File: src/rtl/ray_intake_queue.sv
// ray_intake_queue: tags incoming rays with raster pixel coordinates and buffers them for the tracer.
// Defining RAY_INTAKE_STATS_EN adds the stall_cycles output.
module ray_intake_queue #(
    parameter int DEPTH = 8
) (
    input  logic        clk,
    input  logic        reset_n,
    input  logic        start,
    input  logic [12:0] image_width,
    input  logic [12:0] image_height,
    input  logic        in_valid,
    input  logic [31:0] in_dir_x,
    input  logic [31:0] in_dir_y,
    input  logic [31:0] in_dir_z,
    output logic        in_ready,
    output logic        out_valid,
    input  logic        out_ready,
    output logic [31:0] out_dir_x,
    output logic [31:0] out_dir_y,
    output logic [31:0] out_dir_z,
    output logic [12:0] out_pixel_x,
    output logic [12:0] out_pixel_y,
    output logic        out_last,
    output logic        busy,
    output logic        frame_done
`ifdef RAY_INTAKE_STATS_EN
    ,
    output logic [31:0] stall_cycles
`endif
);
    localparam int AW = $clog2(DEPTH);

    typedef enum logic [1:0] {IDLE, ACCEPT, DRAIN, DONE} state_t;
    typedef struct packed {
        logic [31:0] x;
        logic [31:0] y;
        logic [31:0] z;
        logic [12:0] px;
        logic [12:0] py;
        logic        last;
    } entry_t;

    state_t      state, state_nx;
    entry_t      mem [DEPTH];
    entry_t      head;
    logic [AW:0] wr_ptr, rd_ptr, occ;
    logic [25:0] total, accepted, product;
    logic [12:0] width, px, py;
    logic        full, empty, push, pop, last_tag, start_ok, row_end;

    assign product   = 26'(image_width) * 26'(image_height);
    assign occ       = wr_ptr - rd_ptr;
    assign empty     = wr_ptr == rd_ptr;
    assign full      = (wr_ptr[AW] != rd_ptr[AW]) && (wr_ptr[AW-1:0] == rd_ptr[AW-1:0]);
    assign in_ready  = (state == ACCEPT) && !full;
    assign push      = in_valid && in_ready;
    assign out_valid = !empty;
    assign pop       = out_valid && out_ready;
    assign last_tag  = accepted == total - 26'd1;
    assign start_ok  = start && (state == IDLE);
    assign row_end   = px == width - 13'd1;

    // Show-ahead head; gated so outputs read zero while the queue is empty.
    assign head        = empty ? '0 : mem[rd_ptr[AW-1:0]];
    assign out_dir_x   = head.x;
    assign out_dir_y   = head.y;
    assign out_dir_z   = head.z;
    assign out_pixel_x = head.px;
    assign out_pixel_y = head.py;
    assign out_last    = head.last;

    // Next-state and status outputs; DRAIN finishes on the edge that empties the queue.
    always_comb begin
        state_nx   = state;
        busy       = state != IDLE;
        frame_done = state == DONE;
        case (state)
            IDLE:    if (start) state_nx = (product == 26'd0) ? DONE : ACCEPT;
            ACCEPT:  if (push && last_tag) state_nx = DRAIN;
            DRAIN:   if (empty || (pop && occ == (AW+1)'(1))) state_nx = DONE;
            default: state_nx = IDLE;
        endcase
    end

    // State, FIFO pointers and raster counters.
    always_ff @(posedge clk or negedge reset_n) begin
        if (!reset_n) begin
            state    <= IDLE;
            wr_ptr   <= '0;
            rd_ptr   <= '0;
            total    <= '0;
            accepted <= '0;
            width    <= '0;
            px       <= '0;
            py       <= '0;
        end else begin
            state <= state_nx;
            if (push) wr_ptr <= wr_ptr + 1'b1;
            if (pop) rd_ptr <= rd_ptr + 1'b1;
            if (start_ok) begin
                width    <= image_width;
                total    <= product;
                accepted <= '0;
                px       <= '0;
                py       <= '0;
            end else if (push) begin
                accepted <= accepted + 26'd1;
                px       <= row_end ? 13'd0 : px + 13'd1;
                py       <= row_end ? py + 13'd1 : py;
            end
        end
    end

    // Entry storage; contents are don't-care until written, so no reset.
    always_ff @(posedge clk) begin
        if (push) mem[wr_ptr[AW-1:0]] <= '{x: in_dir_x, y: in_dir_y, z: in_dir_z, px: px, py: py, last: last_tag};
    end

`ifdef RAY_INTAKE_STATS_EN
    // Saturating count of cycles the generator waited on a full queue.
    always_ff @(posedge clk or negedge reset_n) begin
        if (!reset_n) stall_cycles <= '0;
        else if (start_ok) stall_cycles <= '0;
        else if (state == ACCEPT && in_valid && !in_ready && stall_cycles != '1) stall_cycles <= stall_cycles + 32'd1;
    end
`endif
endmodule

File: config.mk
export PLATFORM = sky130hd
export DESIGN_NAME = ray_intake_queue
export DESIGN_NICKNAME = d
export VERILOG_FILES = /design/src/rtl/ray_intake_queue.sv
export SDC_FILE = /design/constraint.sdc
export NUM_CORES = 2
export LEC_CHECK = 0
export ABC_AREA = 1
export CORE_UTILIZATION = 55
export CTS_BUF_LIST = sky130_fd_sc_hd__clkbuf_8 sky130_fd_sc_hd__clkbuf_16
export DETAILED_ROUTE_END_ITERATION = 12
export GPL_TIMING_DRIVEN = 0
export PLACE_DENSITY = 0.77
export SYNTH_ARGS = -nofsm -noshare
export SYNTH_HDL_FRONTEND = slang
export SYNTH_SLANG_ARGS = --single-unit
File: constraint.sdc
create_clock -name clk -period 7.4 [get_ports clk]
set_clock_uncertainty 0.2 [all_clocks]
set_input_delay 1.48 -clock clk [delete_from_list [all_inputs] [get_ports clk]]
set_output_delay 1.48 -clock clk [all_outputs]
set_load 0.01 [all_outputs]
==> out/results.ini <==
[status]
status=finished clean

[timing]
rsz0062_at_grt=false
setup_viol=0
max-slew-margin-rel_pct=0.904
fin_crit_sh_pct=96.5
worstMarginPinSlew_ns=1.49
clock.fmax_ghz=0.140
finalSetupTns_ns=0
layout_min_cycle_time_ns=7.14
hold_viol=0
finalWorstSetupSlack_ns=0.259
slew_viol_final=0

[clock_tree]
cts.sinks=1085
cts_tree=built
clk_latency_ns=0.68
cts-root-buf=clkbuf_16
hold_buffers=0
cts_buffers=103
cts.path.max_buffers=3
htreeDepth=3
clk_pin_slew_worst_paths_ns=0.07

[placement]
place_congestion=0.898
dp.cells=6108
port_buffers=253
place_ws_ns=-0.735
placed_area_um2=55500
dp_hpwl_mm=90.2

[synthesis]
synth_edf_count=984
synth.cell_area_um2=50700
synth_cell_type_count=53
synth_ff_type=edfxtp_1
synth_seq_cells=1085
synth_top_area_share_pct=58.3
ys_top_cells_by_area=edfxtp_1 (58%), o21ai_0 (6.7%), nor2_1 (6.4%)
syn_inst=4644
yosysSeqAreaShare_pct=63.3
syn_avg_cell_area_um2=10.9
synth_nets=4979
yosys.area.top_type=edfxtp_1
yosys_warnings=0
async_flop_share_pct=9.31

[die]
die_w_um=306
boundaryPins=254
initial_core_util_pct=55.9
dieHeight_um=306
rows=110
dieArea_um2=93400
coreArea_um2=90700

[critical_path]
cpMostUsedCell=nand2_1
worstPathRequired_ns=7.82
reg2regPathDepth=13
timing.rr.end=mem[0][28]
crit_chain=clkdlybuf4s50_1 > clkbuf_1 > nand2_1 > fa_1 > inv_1 > fa_1 > fa_1 > fa_1 > inv_1 > fa_1 > inv_1 > ha_1 > nand2_1 > nor2_1 > nand3_1 > nand3_1 > nand2_1 > nand2_1 > nand3_1 > nor3_1 > nand4_1 > nand2_1 > nand3_1 > nand2_1
crit_slowest_cell=clkdlybuf4s50_1
cp_slowest_stage_delay_ns=0.73
crit_arrival_ns=7.56
end_kind=flop
timing.rr.start=rd_ptr[1]
cp_max_fo=10
r2r_slack_ns=2.23
cp-start-kind=primary input
crit_type=in2reg

[detailed_routing]
drt-pass1-iter-count=8
drt-vias-per-instance=5.77
antenna_left=0
drc_errors=0
wl_per_cell_um=20.8
wl_mm=131
route.vias.total=36300
drt_iter0_drc=3905

[final_layout]
nets=5367
mostFrequentLayoutCells=edfxtp_1 (984), nor2_1 (855), o21ai_0 (678)
layout_commonest_cell=edfxtp_1
finalNonFillerCells=6299
design_area_um2=58900
syn2layout_area_growth_pct=16.3
layout-drive-gt1-share_pct=5.79

[global_routing]
grt_pass1_wl_mm=203
gr-total-overflow=0
track_usage_pct=28.2
grt_pass1_vias=36500
grt_max_degree=70
antenna_found_initial=8

[pwr]
p_total_mw=24.5
vdd_ir_drop_max_v=0.000310
power_density_nw_per_um2=415
power.static_leakage_nw=22.1

[flow_run]
maxCapViolCount=0

[min_path]
hold_start=wr_ptr[3]
hold_path.class=reg2reg
hold_end=wr_ptr[3]
hold_depth=1

## timing repair
| item | 4_1_cts | 5_1_grt |
|---|---|---|
| pin swaps | 0 | 0 |
| gates resized for setup | 2 | 10 |
| endpoints found under the setup margin | 124 | 4 |
| hold endpoints to repair | 0 | 0 |
| setup buffers | 0 | 0 |
## stage by stage
stage	hold WS (ns)	utilization, %
after floorplan	0.253	-
after global placement	0.274	60.3
after detailed placement	0.274	61.2
after CTS	0.296	64.9
after global routing	0.312	65.0
final	0.296	65.0
## cell usage after synthesis (all sizes together) (2+ instances only)
| cell | instances |
|---|---|
| a21oi | 40 |
| a31oi | 128 |
| and2 | 2 |
| buf | 47 |
| clkbuf | 200 |
| clkinv | 3 |
| dfrtp | 101 |
| edfxtp | 984 |
| fa | 122 |
| ha | 86 |
| inv | 422 |
| nand2 | 566 |
| nand3 | 85 |
| nand3b | 10 |
| nand4 | 32 |
| nor2 | 877 |
| nor3 | 25 |
| nor4 | 7 |
| o21ai | 692 |
| o21bai | 4 |
| o22ai | 126 |
| or2 | 6 |
| xnor2 | 21 |
| xor2 | 48 |
## worst max-delay path: cells and delay by family
family / cells / cell delay [ns]
buffers and inverters: 5 / 1.43
AND/OR/NAND/NOR: 13 / 1.82
adder cells (fa/ha/maj): 6 / 2.81
## final cells by class
class / instances / area, um^2
buffer: 242 / 978
multi-input combinational: 2887 / 16100
clock inverter: 83 / 787
clock buffer: 106 / 2640
tap: 1176 / 1470
sequential: 1085 / 32100
fill: 6669 / 31800
antenna: 7 / 17.5
timing repair buffer: 288 / 3270
inverter: 425 / 1600
## metal layers
layer  routed length (um)  part of all wire (%)  global-route usage (%)
met1                51300                    39                    36.6
met2                65000                    50                    47.9
met3                10500                   8.0                    3.74
met4                 4370                   3.3                    11.8
met5                    0                     0                       0
## power breakdown
group          leakage [nW]  internal, mW  switching (mW)  total (mW)
Combinational          10.3          4.17            7.45        11.6
Clock                  1.74          3.08            2.27        5.35
Sequential             10.1          7.23           0.300        7.53
## sequential cells by signal (all words and copies together), names as in the netlist, 4 cells and up
| name | flops |
|---|---|
| mem | 984 |
| accepted | 26 |
| total | 26 |
| px | 13 |
| py | 13 |
| width | 13 |
| rd_ptr | 4 |
| wr_ptr | 4 |
## worst max-delay path by stage
stage	from	endpoint	slack [ns]	cells past startpoint
2_1_floorplan	rd_ptr[2]	mem[0][0]	-0.79	13
3_3_place_gp	rd_ptr[2]	mem[4][48]	-6.96	13
3_5_place_dp	rd_ptr[2]	out_dir_x[28]	-0.74	13
4_1_cts	rd_ptr[2]	out_pixel_y[9]	0.11	11
5_1_grt	image_width[4]	state[1]	0.0009	24
6_report	image_width[4]	state[1]	0.26	24
## logic make-up after synthesis
logic type                 after synthesis  synth area share (%)
buffers and inverters                  672                  5.10
AOI/OAI and AO/OA                      997                  10.6
adders and majority gates              208                  6.94
DFF                                   1085                  63.3
and+or+nand+nor                       1613                  12.9
xor gates and xnor gates                69                  1.19
Power figures use the tool's default switching activity.
==> RTL edit: new RTL, same flow settings <==
Re-encode `state_t` (4 states) as Gray code, 2 bits wide.
--- a/src/rtl/ray_intake_queue.sv
+++ b/src/rtl/ray_intake_queue.sv
@@ -31,5 +31,5 @@
     localparam int AW = $clog2(DEPTH);
 
-    typedef enum logic [1:0] {IDLE, ACCEPT, DRAIN, DONE} state_t;
+    typedef enum logic [1:0] {IDLE = 2'b00, ACCEPT = 2'b01, DRAIN = 2'b11, DONE = 2'b10} state_t;
     typedef struct packed {
         logic [31:0] x;
Behaviour: no difference found for any inputs over 4 cycles, from zero or initial values and one cycle with reset_n low; so few cycles prove little.
==> RTL edit against the original RTL <==
The flow now finishes with violations (negative setup slack); global-route usage grew 0.37 points; worst setup slack worse by 260 ps; via count up 1.2%; routed wire length rose by 2.1%; sequential share of layout area shrank 0.12 points; utilization is 0.45 points lower; design area is 0.21% higher; sequential cell count did not move; total power rose by 2.9%; area after synthesis barely moved; critical path depth shrank 13; count of clock-buffer cells in the layout grew 6; first-iteration DRC count increased by 13%; largest cell class unchanged; highest routed layer is now met5.
==> RTL edit: results <==
[yosys]
yosys_warnings = 0
yosysUniqueCellTypes = 46
syn_inst = 4665
ys_top_cells_by_count = "984 x edfxtp_1, 863 x nor2_1, 669 x o21ai_0"
synth_fp_nets = 4995
ys_seq_area_share_pct = 63.2
synthTopCellsByArea = "edfxtp_1 58%, o21ai_0 6.6%, nor2_1 6.4%"

[critical_path]
crit_slowest_cell = "clkdlybuf4s50_1"
cpPeakStageDelay_ps = 630
path_max_fanout = 14
reg2reg_depth = 16
path_delay_family = "buffers and inverters"
reg2reg_slack_ps = 2000
startpoint = "rd_ptr[1]$_DFFE_PN0P_"
crit_end = "out_dir_x[27]"
r2r-end = "mem[0][58]$_DFFE_PP_"
worstPathArrival_ps = 5720
worstSetupPathType = "reg2out"

[sta]
whs_ps = 293
tns_ps = -3.80
worst_pin_slew_ps = 1470
setup_viol = 1
setup_slack_ps = -3.80

[cts]
htree_levels = 3
cts_made_buffers = 105

[route]
wl_per_cell_um = 21.1
drt_iter0_markers = 4425
firstDrtPassIters = 9
via_count = 36700
viasPerCell = 5.79

[cells_and_area]
num-nets-final = 5396
drive_above_1_share_pct = 5.80

[worst_hold_path]
min_from = "wr_ptr[3]$_DFFE_PN0P_"
hold_depth = 1

[placed_design]
gp_congestion = 0.895
place_inst = 6148
placed_area_mm2 = 0.0557
dp_hpwl_mm = 91.3
preCtsSetupSlack_ps = -683

[global_route]
grt_util_all_layers_pct = 28.6
grt_pass1_wl_mm = 205
grt_pass1_vias = 36400
grt_max_degree = 61

[pwr]
p_sw_mw = 10.5
power_leakage_nw = 22.2

[run_status]
outcome = "complete, but fails checks"
violations = "negative setup slack"
==> RTL edit: changes by cell type in the layout (fill, tap and decap cells not counted), moves of 10 or more <==
cell	before	now
o21ai_1	3	17
nand3_1	82	71
o21ai_2	11	0
inv_1	435	462
bufinv_16	14	4
==> RTL edit: final cells by class <==
type	count	area, um^2
Fill cell	6752	32500
Sequential cell	1085	32100
Multi-Input combinational cell	2893	16100
Timing Repair Buffer	297	3470
Clock buffer	112	2760
Inverter	440	1660
Tap cell	1186	1480
Buffer	244	973
Clock inverter	83	529
Antenna cell	7	17.5
==> RTL edit: power groups by stage <==
| stage | Sequential [mW] | Combinational, mW | Clock (mW) |
|---|---|---|---|
| after global routing | 7.96 | 13.4 | 5.37 |
| after CTS | 7.89 | 12.1 | 5.14 |
| after detailed placement | 8.01 | 12.0 | 0 |
| after floorplan | 7.95 | 7.06 | 0 |
| after global placement | 8.14 | 11.6 | 0 |
| final | 7.90 | 12.2 | 5.11 |
==> RTL edit: cell families (layout without fill, tap and decap cells) <==
family	count (synthesis)	after routing	synth area share, %
DFF	1085	1085	63.2
and+or+nand+nor	1631	1631	13.1
AOI/OAI and AO/OA	986	986	10.4
other	0	7	0
xor gates and xnor gates	73	73	1.26
adders and majority gates	203	203	6.81
buffers and inverters	687	1176	5.19
==> RTL edit: repair_timing <==
action,4_1_cts,5_1_grt
resized for setup,5,1
hold buffers,0,0
setup buffers,0,0
setup endpoints to repair,124,1
pin swaps,0,0
==> RTL edit: layer usage <==
layer	global-route usage, %	part of all wire, %	up-vias
met5	0	0.0097	-
met4	11.6	3.6	2
met3	4.15	8.1	281
met2	48.6	50	1742
met1	36.9	39	17900
li1	-	-	16800
